File: config.mk
export PLATFORM = sky130hd
export DESIGN_NAME = map_mem_arbiter
export DESIGN_NICKNAME = d
export VERILOG_FILES = /design/src/rtl/map_mem_arbiter.sv
export SDC_FILE = /design/constraint.sdc
export NUM_CORES = 1
export LEC_CHECK = 0
export BUFFER_PORTS_ARGS = -buffer_cell sky130_fd_sc_hd__buf_2
export CAP_MARGIN = 10
export CORE_MARGIN = 5
export CORE_UTILIZATION = 30
export CTS_CLUSTER_SIZE = 28
export DETAILED_ROUTE_END_ITERATION = 7
export GPL_TIMING_DRIVEN = 0
export PLACE_DENSITY = 0.59
export SETUP_SLACK_MARGIN = 0.3
export SLEW_MARGIN = 25
export SYNTH_ARGS = -nofsm -noshare
export SYNTH_HDL_FRONTEND = slang
export SYNTH_SLANG_ARGS = --single-unit
File: constraint.sdc
create_clock -name clk -period 1.71 [get_ports clk]
set_input_delay 0.342 -clock clk [delete_from_list [all_inputs] [get_ports clk]]
set_output_delay 0.342 -clock clk [all_outputs]
set_load 0.005 [all_outputs]
File: src/rtl/map_mem_arbiter.sv
// Shares one external-memory port between the mapper's PRG (CPU) and CHR (PPU) accesses.
// It detects access starts on the asynchronous NES bus strobes and gives CHR priority.
// It holds the last read byte of each channel for the cartridge data drivers.
module map_mem_arbiter #(
   parameter int unsigned          ADDR_BITS   = 23,
   parameter logic [ADDR_BITS-1:0] PRG_BASE    = ADDR_BITS'(23'h0),
   parameter logic [ADDR_BITS-1:0] WRAM_BASE   = ADDR_BITS'(23'h7E000),
   parameter logic [ADDR_BITS-1:0] CHR_BASE    = ADDR_BITS'(23'h40000),
   parameter int unsigned          SYNC_STAGES = 2
) (
   input  logic                 clk,
   input  logic                 rst_n,
   input  logic                 m2,
   input  logic [ADDR_BITS-1:0] prg_addr,
   input  logic                 prg_oe,
   input  logic                 prg_we,
   input  logic                 wram_ce,
   input  logic [7:0]           cpu_wdata,
   input  logic                 ppu_rd_n,
   input  logic                 ppu_wr_n,
   input  logic [ADDR_BITS-1:0] chr_addr,
   input  logic                 chr_ce,
   input  logic                 chr_we,
   input  logic [7:0]           ppu_wdata,
   output logic [7:0]           prg_rdata,
   output logic [7:0]           chr_rdata,
   output logic                 mem_req,
   output logic                 mem_we,
   output logic [ADDR_BITS-1:0] mem_addr,
   output logic [7:0]           mem_wdata,
   input  logic                 mem_ack,
   input  logic [7:0]           mem_rdata,
   output logic                 overrun
);

   typedef enum logic {IDLE = 1'b0, BUSY = 1'b1} state_t;

   state_t                 state_q, state_d;

   logic [SYNC_STAGES-1:0] m2_sync, rd_sync, wr_sync;
   logic                   m2_prev, rd_prev, wr_prev;
   logic                   m2_s, rd_s, wr_s;
   logic                   rd_fall, chr_is_wr;
   logic                   prg_start, chr_start;

   logic                   prg_pend, chr_pend;
   logic                   prg_slot_we, chr_slot_we;
   logic [ADDR_BITS-1:0]   prg_slot_addr, chr_slot_addr;
   logic [7:0]             prg_slot_wdata, chr_slot_wdata;

   logic                   cur_chr, cur_chr_d;
   logic                   req_d, we_d;
   logic [ADDR_BITS-1:0]   addr_d;
   logic [7:0]             wdata_d;
   logic                   issue_prg, issue_chr, ack_done;

   // Strobe synchronizers plus previous-sample registers, reset to idle bus levels
   always_ff @(posedge clk or negedge rst_n) begin
      if (!rst_n) begin
         m2_sync <= '0;
         rd_sync <= '1;
         wr_sync <= '1;
         m2_prev <= 1'b0;
         rd_prev <= 1'b1;
         wr_prev <= 1'b1;
      end else begin
         m2_sync <= {m2_sync[SYNC_STAGES-2:0], m2};
         rd_sync <= {rd_sync[SYNC_STAGES-2:0], ppu_rd_n};
         wr_sync <= {wr_sync[SYNC_STAGES-2:0], ppu_wr_n};
         m2_prev <= m2_s;
         rd_prev <= rd_s;
         wr_prev <= wr_s;
      end
   end

   assign m2_s      = m2_sync[SYNC_STAGES-1];
   assign rd_s      = rd_sync[SYNC_STAGES-1];
   assign wr_s      = wr_sync[SYNC_STAGES-1];
   assign rd_fall   = ~rd_s & rd_prev;
   assign chr_is_wr = ~wr_s & wr_prev & chr_we;
   assign prg_start = m2_s & ~m2_prev & (prg_oe | prg_we);
   assign chr_start = chr_ce & (rd_fall | chr_is_wr);

   // Request slots: capture on start, pending until issued; replacing an unissued slot is an overrun
   always_ff @(posedge clk or negedge rst_n) begin
      if (!rst_n) begin
         prg_pend       <= 1'b0;
         chr_pend       <= 1'b0;
         prg_slot_we    <= 1'b0;
         chr_slot_we    <= 1'b0;
         prg_slot_addr  <= '0;
         chr_slot_addr  <= '0;
         prg_slot_wdata <= '0;
         chr_slot_wdata <= '0;
         overrun        <= 1'b0;
      end else begin
         if (prg_start) begin
            prg_slot_we    <= prg_we;
            prg_slot_addr  <= prg_addr + (wram_ce ? WRAM_BASE : PRG_BASE);
            prg_slot_wdata <= cpu_wdata;
         end
         if (chr_start) begin
            chr_slot_we    <= chr_is_wr;
            chr_slot_addr  <= chr_addr + CHR_BASE;
            chr_slot_wdata <= ppu_wdata;
         end
         prg_pend <= prg_start | (prg_pend & ~issue_prg);
         chr_pend <= chr_start | (chr_pend & ~issue_chr);
         overrun  <= overrun
                   | (prg_start & prg_pend & ~issue_prg)
                   | (chr_start & chr_pend & ~issue_chr);
      end
   end

   // Arbiter next state and next memory-port values; CHR wins when both are pending
   always_comb begin
      state_d   = state_q;
      req_d     = mem_req;
      we_d      = mem_we;
      addr_d    = mem_addr;
      wdata_d   = mem_wdata;
      cur_chr_d = cur_chr;
      issue_prg = 1'b0;
      issue_chr = 1'b0;
      ack_done  = 1'b0;
      case (state_q)
         IDLE: begin
            if (chr_pend) begin
               issue_chr = 1'b1;
               req_d     = 1'b1;
               we_d      = chr_slot_we;
               addr_d    = chr_slot_addr;
               wdata_d   = chr_slot_wdata;
               cur_chr_d = 1'b1;
               state_d   = BUSY;
            end else if (prg_pend) begin
               issue_prg = 1'b1;
               req_d     = 1'b1;
               we_d      = prg_slot_we;
               addr_d    = prg_slot_addr;
               wdata_d   = prg_slot_wdata;
               cur_chr_d = 1'b0;
               state_d   = BUSY;
            end
         end
         BUSY: begin
            if (mem_ack) begin
               req_d    = 1'b0;
               ack_done = 1'b1;
               state_d  = IDLE;
            end
         end
         default: state_d = IDLE;
      endcase
   end

   // State, memory port and read-data registers
   always_ff @(posedge clk or negedge rst_n) begin
      if (!rst_n) begin
         state_q   <= IDLE;
         mem_req   <= 1'b0;
         mem_we    <= 1'b0;
         mem_addr  <= '0;
         mem_wdata <= '0;
         cur_chr   <= 1'b0;
         prg_rdata <= '0;
         chr_rdata <= '0;
      end else begin
         state_q   <= state_d;
         mem_req   <= req_d;
         mem_we    <= we_d;
         mem_addr  <= addr_d;
         mem_wdata <= wdata_d;
         cur_chr   <= cur_chr_d;
         if (ack_done && !mem_we) begin
            if (cur_chr) chr_rdata <= mem_rdata;
            else         prg_rdata <= mem_rdata;
         end
      end
   end

endmodule

# After elaboration in Yosys (flattened, before gate mapping)

Index checks and enable logic that the tools add are counted.

Add/sub/neg operators: 2
Equal/unequal tests: 2
Muxes and demuxes: 23
Bitwise operators: 25
Reduce and logical (&&, ||, !) cells: 7

Operators by type and width:

| cell                                                              | count |
|---|---|
| 23-bit 2-to-1 mux                                                 | 2 |
| 23-bit by 19-bit adder with 23-bit output                         | 1 |
| 23-bit by 19-bit adder with 23-bit output (second input constant) | 1 |
| 19-bit 2-to-1 mux                                                 | 1 |
| 1-bit 2-to-1 mux                                                  | 16 |
| 8-bit 2-to-1 mux                                                  | 2 |
| 1-bit bitwise AND                                                 | 12 |
| 2-bit AND reduction                                               | 4 |
| 1-bit inverter                                                    | 7 |
| 1-bit OR                                                          | 6 |
| 1-bit case mux with 2 select lines                                | 2 |
| 3-bit != test (second input constant)                             | 1 |
| 2-bit != test (second input constant)                             | 1 |
| 2-bit nonzero test                                                | 1 |
| 1-bit logical AND                                                 | 1 |
| 1-bit logical NOT                                                 | 1 |

Flip-flop bits (word level): 127
Logic and storage cells: 82

# Longest topological paths before layout

Depth in word-level cells: 8
Depth in mapped cells: 8
Depth with buffers taken out: 8

# Worst setup path before layout

OpenSTA, ideal clock, no wires.

Kind: input port to flip-flop
Start: in prg_addr[13]
End: reg prg_slot_addr[21]
Setup time: 0.068 ns
Arrival: 1.746 ns
Required time: 1.642 ns
Setup slack: -0.104 ns
Stages: 8
Buffers on the path: 0
Path through: ha_1 > inv_1 > fa_1 > nor2b_4 > o31a_4 > o21ai_2 > or4_1 > nand3_1

Word-level cells in the longest chain between the ends: 1

Ends and longest elaborated chain:

| item                                      | RTL line | RTL |
|---|---|---|
| start, declared                           | 14       | `input logic [ADDR_BITS-1:0] prg_addr,` |
| 23-bit by 19-bit adder with 23-bit output | 99       | `prg_slot_addr <= prg_addr + (wram_ce ? WRAM_BASE : PRG_BASE);` |
| end signal, assigned                      | 99       |  |
| end, declared                             | 48       | `logic [ADDR_BITS-1:0] prg_slot_addr, chr_slot_addr;` |

No other way between the ends.
A chain may end at the register's enable or synchronous reset.

# Worst setup path in the final report

Start: reg wr_sync[1]
End: reg chr_slot_addr[13]

Word-level cells in the longest chain between the ends: 5

Ends and longest elaborated chain:

| item                            | RTL line | RTL |
|---|---|---|
| start, declared                 | 40       | `logic [SYNC_STAGES-1:0] m2_sync, rd_sync, wr_sync;` |
| start signal, assigned          | 69       | `wr_sync <= {wr_sync[SYNC_STAGES-2:0], ppu_wr_n};` |
| 1-bit inverter                  | 80       | `assign chr_is_wr = ~wr_s & wr_prev & chr_we;` |
| 1-bit bitwise AND (2 in series) | 80       |  |
| 1-bit OR                        | 82       | `assign chr_start = chr_ce & (rd_fall \| chr_is_wr);` |
| 1-bit bitwise AND               | 82       |  |
| end signal, assigned            | 104      | `chr_slot_addr <= chr_addr + CHR_BASE;` |
| end, declared                   | 48       |  |

No other way between the ends.

==> summary.md <==
| Metric | Value |
|---|---|
| Status | `complete, no violations` |
| CP arrival | `1780 ps` |
| Port Buf Inserts | `130` |
| Leak | `0.00346 uW` |
| Max-cap violation count | `0` |
| IO Count | `131` |
| Layout cells sized above 1 | `0.492` |
| Clock Latency Late Sink | `410 ps` |
| Die width | `around 140 microns` |
| F_max | `0.671 GHz` |
| Max Slew Vio Count | `0` |
| Via density | `4.58` |
| Antenna violations before repair | `1` |
| DR WL/cell | `16.5 microns` |
| Gr usage total | `0.138` |
| Area Growth Syn to Fin | `36.1%` |
| TritonCTS buffer count | `17` |
| Number of enable flip-flop cells after synthesis | `0` |
| Fill cell count | `between 1500 and 2000` |
| Row count | `48` |
| Post-synthesis sequential area ratio | `0.600` |
| Die Height | `143 microns` |
| RePlAce Congestion | `0.827` |
| Compound-cell area share of the yosys netlist | `0.0841` |
| R2r worst-path depth | `5` |
| H-tree lvl count | `4` |
| GRT overflow | `0` |
| Area of the multi-input gates | `2180 sq um` |
| Synth Flop Type | `dfrtp_1` |
| RSZ-0062 raised after global routing | `yes` |
| Total power | `11000 uW` |
| Top-count cell post-synth | `dfrtp_1` |
| DRT iter0 DRCs | `123` |
| Rel. slew slack | `0.635` |
| Worst path required time | `2000 ps` |
| WS Path Type | `reg -> reg` |
| Async S/R FF share, synth | `1.00` |
| Initial Utilization | `0.306` |
| Largest family of logic cells by synthesized area | `multiplexers` |
| Worst-Margin Slew | `about 550 ps` |
| Dominant cell type by area after synthesis | `dfrtp_1` |
| Min Tclk post-route | `approximately 1500 ps` |
| Yosys warning count | `0` |
| Syn Inst Count | `just over 400` |
| Post-DRT Antenna Nets | `0` |
| Clk buf depth | `2` |
| # nets final | `around 660` |
| Hold depth | `1` |
| Final Core Density | `0.416` |
| Commonest cells post-synth | `dfrtp_1, mux2_2, nand2_1` |
| XOR/XNOR Fraction of Synth Area | `0.0132` |
| Worst VDD drop | `710 uV` |
| Crit. End Element | `register` |
| Final number of hold-violating endpoints | `0` |
| Clock root buffer | `clkbuf_16` |
| 1st-pass router iterations | `4` |
| DRC violation count after routing | `0` |
| Power Density | `1530 nW/um^2` |
| WHS | `40.3 ps` |
| Critical Path Source Type | `register` |
| Die area | `20500 sq um` |
| Vias in the first global route | `4146` |
| Multiplexer share of the synthesized area | `0.200` |
| First-pass GRT wire length | `21900 microns` |
| Mapped Nets | `497` |
| Largest net degree at the start of global routing | `72` |
| Synth Area in Adders | `0.0203` |
| HP Class | `in -> reg` |
| WL final | `13400 microns` |
| Via count | `3703` |
| Critical-path maximum fanout | `10` |
| Flop and latch count out of synthesis | `127` |
| Sink Count | `127` |
| Mapped Area | `5310 sq um` |
| CTS tree | `yes` |
| Area share of the largest cell type after synthesis | `0.570` |
| Synth top area cells | `dfrtp_1, mux2_2, mux2i_1, o21ai_0, nand2_1` |
| HPWL after detailed placement | `9310 microns` |
| Worst Skew | `just over 9 ps` |
| Yosys cell types | `44` |
| Final period util | `0.872` |
| Worst-path clk slew | `50 ps` |
| Setup violations, final | `0` |
| Syn Area/Cell | `13.0 sq um` |
| CORE AREA | `17400 sq um` |
| Post-synthesis simple-gate area fraction | `0.0575` |
| Sequential cell area | `3190 sq um` |
## layer usage
layer  vias to the layer above  routed length, microns  global-route usage
li1                       1754                       -                   -
met1                      1835                    5870               0.174
met2                        95                    6450               0.225
met3                        19                     764              0.0372
met4                         0                     285              0.0535
met5                         -                       0                   0
## worst max-delay path, cell delays in order (launching register included)
cell and delay (ps):
dfstp_2 550, nor2_4 50, o21ai_4 170, buf_12 150, buf_12 150, mux2_4 310
## report_power, final
part	switching (uW)	internal, uW	leakage, uW
clock	1250	2100	0.000271
combinational	1570	1640	0.00168
sequential	536	3930	0.00152
total	3350	7670	0.00346
## registers in the layout (all words and copies together) (netlist names), 2 cells and up
register        count
mem_addr           23
m2_sync             2
prg_rdata           8
chr_rdata           8
wr_sync             2
chr_slot_addr      23
prg_slot_addr      23
chr_slot_wdata      8
mem_wdata           8
rd_sync             2
prg_slot_wdata      8
## cell families after synthesis
logic type | count (synthesis)
buf+inv | 27
compound gates | 72
simple gates | 68
xor+xnor | 8
mux | 98
flops | 127
fa+ha+maj | 8
## metrics by stage
stage               worst slack, ps  TNS [ps]  cell area [sq um]  instances
finish                          219         0               7230        809
global route                    160         0               7230        809
global placement              -1300   -165820               6360        763
CTS                             209         0               7130        805
detailed placement             -288     -6050               6400        764
floorplan                     -10.1     -10.1               5430        408
## layout by cell type, fill, tap and decap left out, drive strengths merged
cell         instances
clkinvlp             1
and3                 1
xnor2                2
clkinv               5
xor2                 6
a21boi               2
o21a                 1
a211oi               2
mux2                66
nor2                 5
diode                1
dlygate4sd3          1
o311ai               1
a21o                 2
inv                  9
ha                   7
o211ai               3
mux2i               32
nor3b                2
o31ai                1
dfrtp              121
bufinv               1
fa                   1
o31a                 2
dfstp                6
nand2               52
o22ai                1
a221o                1
a22o                 1
nor3                 1
or4                  1
nand3                3
or3                  1
clkbuf              28
o21ai               51
buf                157
a21oi                4
nor2b                2
## final timing paths
path | startpoint | to | slack [ps]
min in group asynchronous | rst_n | chr_rdata[7] | 500
max reg2reg | wr_sync[1] | chr_slot_addr[13] | 220
min reg2reg | m2_sync[0] | m2_sync[1] | 350
max | wr_sync[1] | chr_slot_addr[13] | 220
max in group asynchronous | rst_n | mem_addr[8] | 540
min | ppu_wr_n | wr_sync[0] | 40
## area by class of cell
| type | count | share of cell area |
|---|---|---|
| multi-input cells | 254 | 0.302 |
| diodes | 1 | 0.000346 |
| plain buffers | 18 | 0.0258 |
| inverters | 9 | 0.00467 |
| clock buffers | 25 | 0.0672 |
| repair buffers | 143 | 0.112 |
| flip-flops and latches | 127 | 0.441 |
| clock inverters | 7 | 0.00866 |
| well taps | 225 | 0.0389 |
## repair_timing
action / CTS / global route
hold endpoints to repair: 64 / 0
buffers inserted: 8 / 2
resized for setup: 30 / 23
setup endpoints to repair: 110 / 94
cloned: 0 / 1
pin swaps: 6 / 6
hold buffers: 1 / 0
(Power assumes the default switching activity.)
